===== src/rtl/controle_pkg.sv =====
// Shared mode encodings, parameter defaults and the started-flag update rule
// for the button controller.
package controle_pkg;

  typedef logic [1:0] mode_t;

  localparam mode_t MODE_LATCH  = 2'b00;
  localparam mode_t MODE_TOGGLE = 2'b01;
  localparam mode_t MODE_FOLLOW = 2'b10;

  localparam int N_CH_DEF            = 4;
  localparam int SYNC_STAGES_DEF     = 2;
  localparam int DEBOUNCE_CYCLES_DEF = 16;

  // Reserved encoding falls into the default arm and behaves as LATCH.
  function automatic logic started_next(input mode_t mode, input logic rise,
                                        input logic clr, input logic lvl,
                                        input logic cur);
    logic nxt;
    nxt = cur;
    case (mode)
      MODE_FOLLOW: nxt = lvl;
      MODE_TOGGLE: begin
        if (clr) nxt = 1'b0;
        else if (rise) nxt = ~cur;
        else nxt = cur;
      end
      default: begin
        if (clr) nxt = 1'b0;
        else if (rise) nxt = 1'b1;
        else nxt = cur;
      end
    endcase
    return nxt;
  endfunction

endpackage


===== src/rtl/debounce_canal.sv =====
// One button channel: multi-flop synchronizer followed by a stable-count
// debouncer that only accepts a level after DEBOUNCE_CYCLES matching samples.
module debounce_canal
  import controle_pkg::*;
#(
  parameter int SYNC_STAGES     = SYNC_STAGES_DEF,
  parameter int DEBOUNCE_CYCLES = DEBOUNCE_CYCLES_DEF
) (
  input  logic clk_i,
  input  logic reset_i,
  input  logic btn_i,
  output logic level_o
);

  localparam int CNT_W = $clog2(DEBOUNCE_CYCLES + 1);
  localparam logic [CNT_W-1:0] CNT_MAX = CNT_W'(DEBOUNCE_CYCLES);

  logic [SYNC_STAGES-1:0] sync_q, sync_d;
  logic [CNT_W-1:0]       cnt_q, cnt_d, cnt_inc;
  logic                   level_q, level_d;
  logic                   synced;

  always_comb begin
    sync_d  = {sync_q[SYNC_STAGES-2:0], btn_i};
    synced  = sync_q[SYNC_STAGES-1];
    cnt_inc = cnt_q + CNT_W'(1);
    level_d = level_q;
    cnt_d   = '0;
    if (synced == level_q) begin
      cnt_d   = '0;
      level_d = level_q;
    end else if (cnt_inc == CNT_MAX) begin
      // Accept the new level on the edge the count would reach the target.
      cnt_d   = '0;
      level_d = synced;
    end else begin
      cnt_d   = cnt_inc;
      level_d = level_q;
    end
  end

  always_ff @(posedge clk_i or posedge reset_i) begin
    if (reset_i) begin
      sync_q  <= '0;
      cnt_q   <= '0;
      level_q <= 1'b0;
    end else begin
      sync_q  <= sync_d;
      cnt_q   <= cnt_d;
      level_q <= level_d;
    end
  end

  assign level_o = level_q;

endmodule


===== src/rtl/controle_botoes.sv =====
// Multi-channel button controller: debounced level, one-cycle press pulse and
// a per-channel started flag governed by the global mode.
module controle_botoes
  import controle_pkg::*;
#(
  parameter int N_CH            = N_CH_DEF,
  parameter int SYNC_STAGES     = SYNC_STAGES_DEF,
  parameter int DEBOUNCE_CYCLES = DEBOUNCE_CYCLES_DEF
) (
  input  logic            clk,
  input  logic            reset,
  input  logic [N_CH-1:0] btn_in,
  input  logic [1:0]      mode,
  input  logic [N_CH-1:0] clear,
  output logic [N_CH-1:0] level,
  output logic [N_CH-1:0] pulse,
  output logic [N_CH-1:0] started
);

  logic [N_CH-1:0] level_s;
  logic [N_CH-1:0] level_dly_q;
  logic [N_CH-1:0] rise_s;
  logic [N_CH-1:0] pulse_q, pulse_d;
  logic [N_CH-1:0] started_q, started_d;

  for (genvar g = 0; g < N_CH; g++) begin : g_canal
    debounce_canal #(
      .SYNC_STAGES    (SYNC_STAGES),
      .DEBOUNCE_CYCLES(DEBOUNCE_CYCLES)
    ) u_canal (
      .clk_i  (clk),
      .reset_i(reset),
      .btn_i  (btn_in[g]),
      .level_o(level_s[g])
    );
  end

  always_comb begin
    rise_s    = level_s & ~level_dly_q;
    pulse_d   = rise_s;
    started_d = started_q;
    for (int i = 0; i < N_CH; i++) begin
      started_d[i] = started_next(mode, rise_s[i], clear[i], level_s[i], started_q[i]);
    end
  end

  always_ff @(posedge clk or posedge reset) begin
    if (reset) begin
      level_dly_q <= '0;
      pulse_q     <= '0;
      started_q   <= '0;
    end else begin
      level_dly_q <= level_s;
      pulse_q     <= pulse_d;
      started_q   <= started_d;
    end
  end

  assign level   = level_s;
  assign pulse   = pulse_q;
  assign started = started_q;

endmodule


===== config.mk =====
export PLATFORM = sky130hd
export DESIGN_NAME = controle_botoes
export DESIGN_NICKNAME = d
export VERILOG_FILES = /design/src/rtl/controle_pkg.sv /design/src/rtl/debounce_canal.sv /design/src/rtl/controle_botoes.sv
export SDC_FILE = /design/constraint.sdc
export NUM_CORES = 1
export LEC_CHECK = 0
export ABC_CLOCK_PERIOD_IN_PS = 1880
export CAP_MARGIN = 20
export CORE_UTILIZATION = 48
export CTS_BUF_LIST = sky130_fd_sc_hd__clkbuf_4 sky130_fd_sc_hd__clkbuf_8
export DETAILED_ROUTE_END_ITERATION = 7
export DONT_BUFFER_PORTS = 1
export PLACE_DENSITY = 0.72
export SLEW_MARGIN = 5
export SYNTH_ARGS = -nofsm -noshare
export SYNTH_HDL_FRONTEND = slang
export SYNTH_SLANG_ARGS = --single-unit

===== constraint.sdc =====
create_clock -name clk -period 1.88 [get_ports clk]
set_input_delay 0.282 -clock clk [delete_from_list [all_inputs] [get_ports clk]]
set_output_delay 0.282 -clock clk [all_outputs]
set_load 0.03 [all_outputs]

==> qor.csv <==
stage,metric,value,unit
timing,grt_setup_unrepaired,false,
setup_path,worstPathRequired,2.06,ns
timing,maxSlewHeadroom,64.6,%
synth,syn_nets,181,
floorplanning,dieHeight,64.6,um
status,status,"complete, no violations",
timing,timing.fmax,0.722,GHz
job,maxCapViolations,0,
synth,syn_inst,163,
synth,seq_area_frac_synth,58.6,%
setup_path,start_kind,flip-flop,
placed_design,hpwl,2210,um
synth,syn_area,0.00188,mm^2
pwr,vdd.ir_drop.worst,0.000592,V
floorplanning,dieArea,0.00417,mm^2
timing,finClkSkew,0.00682,ns
floorplanning,placeableCoreArea,0.00372,mm^2
global_route,grt_usage,17.2,%
timing,period_minus_slack,1.39,ns
final_layout,fin_nets,189,
pwr,p_leak,0.929,nW
synth,synth.distinct_cells,22,
route,routed_wirelength,3140,um
synth,async_reset_ff_share,100,%
final_layout,area_growth,10.1,%
cts,cts_setup_buffers,0,
setup_path,slowest_delay,0.54,ns
setup_path,cpMaxStageDelayCell,dfrtp_1,
pwr,power_density,911,mW/mm^2
global_route,overflow,0,
setup_path,arrival,1.57,ns
timing,hold_violations,0,
floorplanning,ioPinCount,24,
setup_path,r2r.worst_path.cells,3,
route,initialDrtViolationCount,47,
route,routedWlPerCell,14.3,um
floorplanning,rows,22,
synth,ys_ff_latch,44,
placed_design,globalplace.congestion,0.676,
placed_design,place.port_buffers,0,
route,first_pass_iters,4,
cts,htreeDepth,2,
cts,cts.clk_slew.worst_paths,0.08,ns
setup_path,worstSetupEndpoint,started[0],
setup_path,r2r_setup_slack,0.49,ns
worst_hold_path,hold_class,input pin to asynchronous set/reset pin,
setup_path,r2r-start,g_canal[0].u_canal.level_o,
synth,synth-main-ff-cell,dfrtp_1,
floorplanning,die_x,64.6,um
route,drc,0,
cts,cts_resized,0,
timing,period_share,73.7,%
cts,cts_root_buffer,clkbuf_8,
final_layout,diodes,0,
cts,numCtsBuffers,5,
placed_design,pre_cts_ws,0.485,ns
synth,synth_edf_count,0,
setup_path,cp-end-kind,flip-flop,
timing,tightest_slew,0.532,ns
final_layout,multi_input_comb_area,721,um^2
synth,synth.yosys.warnings,0,
route,drtAntennaViolNets,0,
synth,avgSynthCellArea,11.5,um^2
route,viasPerCell,5.33,
global_route,antenna_found_initial,0,
setup_path,worstPathMaxFanout,6,
global_route,grt_pass1_vias,1181,
timing,maxSlewViolCount,0,
global_route,grt_pass1_wl,5310,um
final_layout,fill_cells,325,
final_layout,seq_area,0.00110,mm^2
timing,fin_ws,0.494,ns
route,dr_total_vias,1173,
setup_path,r2r-end,started[0],
cts,cts_tree,built,
final_layout,layout-drive-gt1-share,13.4,%
cts,cts_buffer_depth,2,
global_route,grt_max_degree,45,
setup_path,cp-startpoint,g_canal[0].u_canal.level_o,
setup_path,crit_chain,nor2b_1 -> nor3_1 -> mux2_2,
floorplanning,start_util,50.5,%
timing,fin_tns_setup,0,ns
setup_path,criticalPathCategory,flip-flop to flip-flop,
timing,setup_violations,0,
cts,insertion_delay,0.29,ns
cts,clkSinkCount,44,
pwr,finalPower,1.88,mW
## cell usage after synthesis (4+ instances only)
| cell | n | share of area (%) |
|---|---|---|
| dfrtp_1 | 44 | 59 |
| nand2_1 | 12 | 2.4 |
| nor2_1 | 12 | 2.4 |
| a21oi_1 | 10 | 2.7 |
| nor2b_1 | 10 | 3.3 |
| nor3_1 | 8 | 2.1 |
| o21ai_0 | 8 | 2.1 |
| xnor2_1 | 8 | 3.7 |
| inv_1 | 7 | 1.4 |
| ha_1 | 6 | 4.0 |
| mux2_2 | 6 | 3.6 |
| nand3_1 | 6 | 1.6 |
| buf_4 | 4 | 1.6 |
| nand4_1 | 4 | 1.3 |
| xor2_1 | 4 | 1.9 |
## logic make-up after synthesis
family	share of synthesized area [%]
and+or+nand+nor	16.9
DFF	58.6
AOI/OAI and AO/OA	6.66
xor gates and xnor gates	5.60
buffers and inverters	3.00
muxes	5.20
adders and majority gates	4.00
## state kept, by name (all words and copies together) (netlist names)
register and cells:
g_canal.u_canal.sync_q 8, level_dly_q 4, g_canal.u_canal.level_o 4, pulse 4
g_canal.u_canal.cnt_q 20, started 4
## cells in the final DEF (no fill, tap or decap), drive strengths merged, types with 6 or more instances in the layout
cell    synthesis  final
dfrtp          44     44
clkbuf          0      6
inv             7      7
xnor2           8      8
o21ai           8      8
nand2          12     12
nor2           14     14
nor2b          12     12
ha              6      6
a21oi          12     12
nand3           6      6
nor3            8      8
mux2            8      8
## area by class of cell
type                            instances  area share, %
Multi-Input combinational cell        108           34.9
Clock inverter                          2           1.69
Clock buffer                            6           3.69
Inverter                                7           1.27
Timing Repair Buffer                    5           2.30
Sequential cell                        44           53.3
Tap cell                               48           2.91
## routing by layer
metal | wire length (um) | global-route usage (%)
met1 | 1390 | 19.9
met2 | 1570 | 28.4
met3 | 157 | 6.51
met4 | 18 | 7.50
met5 | 0 | 0
## worst min-delay path by stage
| stage | start | to | slack, ns | depth (start not counted) |
|---|---|---|---|---|
| after floorplan | btn_in[0] | g_canal[0].u_canal.sync_q[0] | 0.31 | 0 |
| after global placement | btn_in[1] | g_canal[1].u_canal.sync_q[0] | 0.31 | 0 |
| after detailed placement | btn_in[1] | g_canal[1].u_canal.sync_q[0] | 0.31 | 0 |
| after CTS | btn_in[1] | g_canal[1].u_canal.sync_q[0] | 0.0004 | 0 |
| after global routing | reset | g_canal[3].u_canal.level_o | 0.07 | 2 |
| final | reset | g_canal[3].u_canal.sync_q[0] | 0.01 | 2 |
## stage by stage
stage,hold WS (ns),util (%),instance area (um^2),std cells
after detailed placement,0.313,51.5,1920,208
after floorplan,0.313,-,1880,163
after global routing,0.0698,55.6,2070,220
after CTS,0.000365,55.1,2050,218
final,0.0145,55.6,2070,220
after global placement,0.313,51.5,1920,208
## repair_timing
item                                    in CTS  in global routing
hold endpoints to repair                     2                  2
hold buffers                                 2                  2
endpoints found under the setup margin       0                  0
## where the power goes
| part | internal [mW] | total, mW | leakage [nW] | switching (mW) |
|---|---|---|---|---|
| registers | 0.986 | 1.05 | 0.581 | 0.0661 |
| logic | 0.0565 | 0.121 | 0.290 | 0.0641 |
| clock network | 0.409 | 0.711 | 0.0586 | 0.302 |
| total | 1.45 | 1.88 | 0.929 | 0.432 |
## critical path: cells and delay by family, from the launching register on
kind,cells,cell delay [ns]
multiplexers,1,0.35
flip-flops,1,0.54
AND/OR/NAND/NOR,2,0.39
No activity file was read; power rests on OpenSTA's default activity.
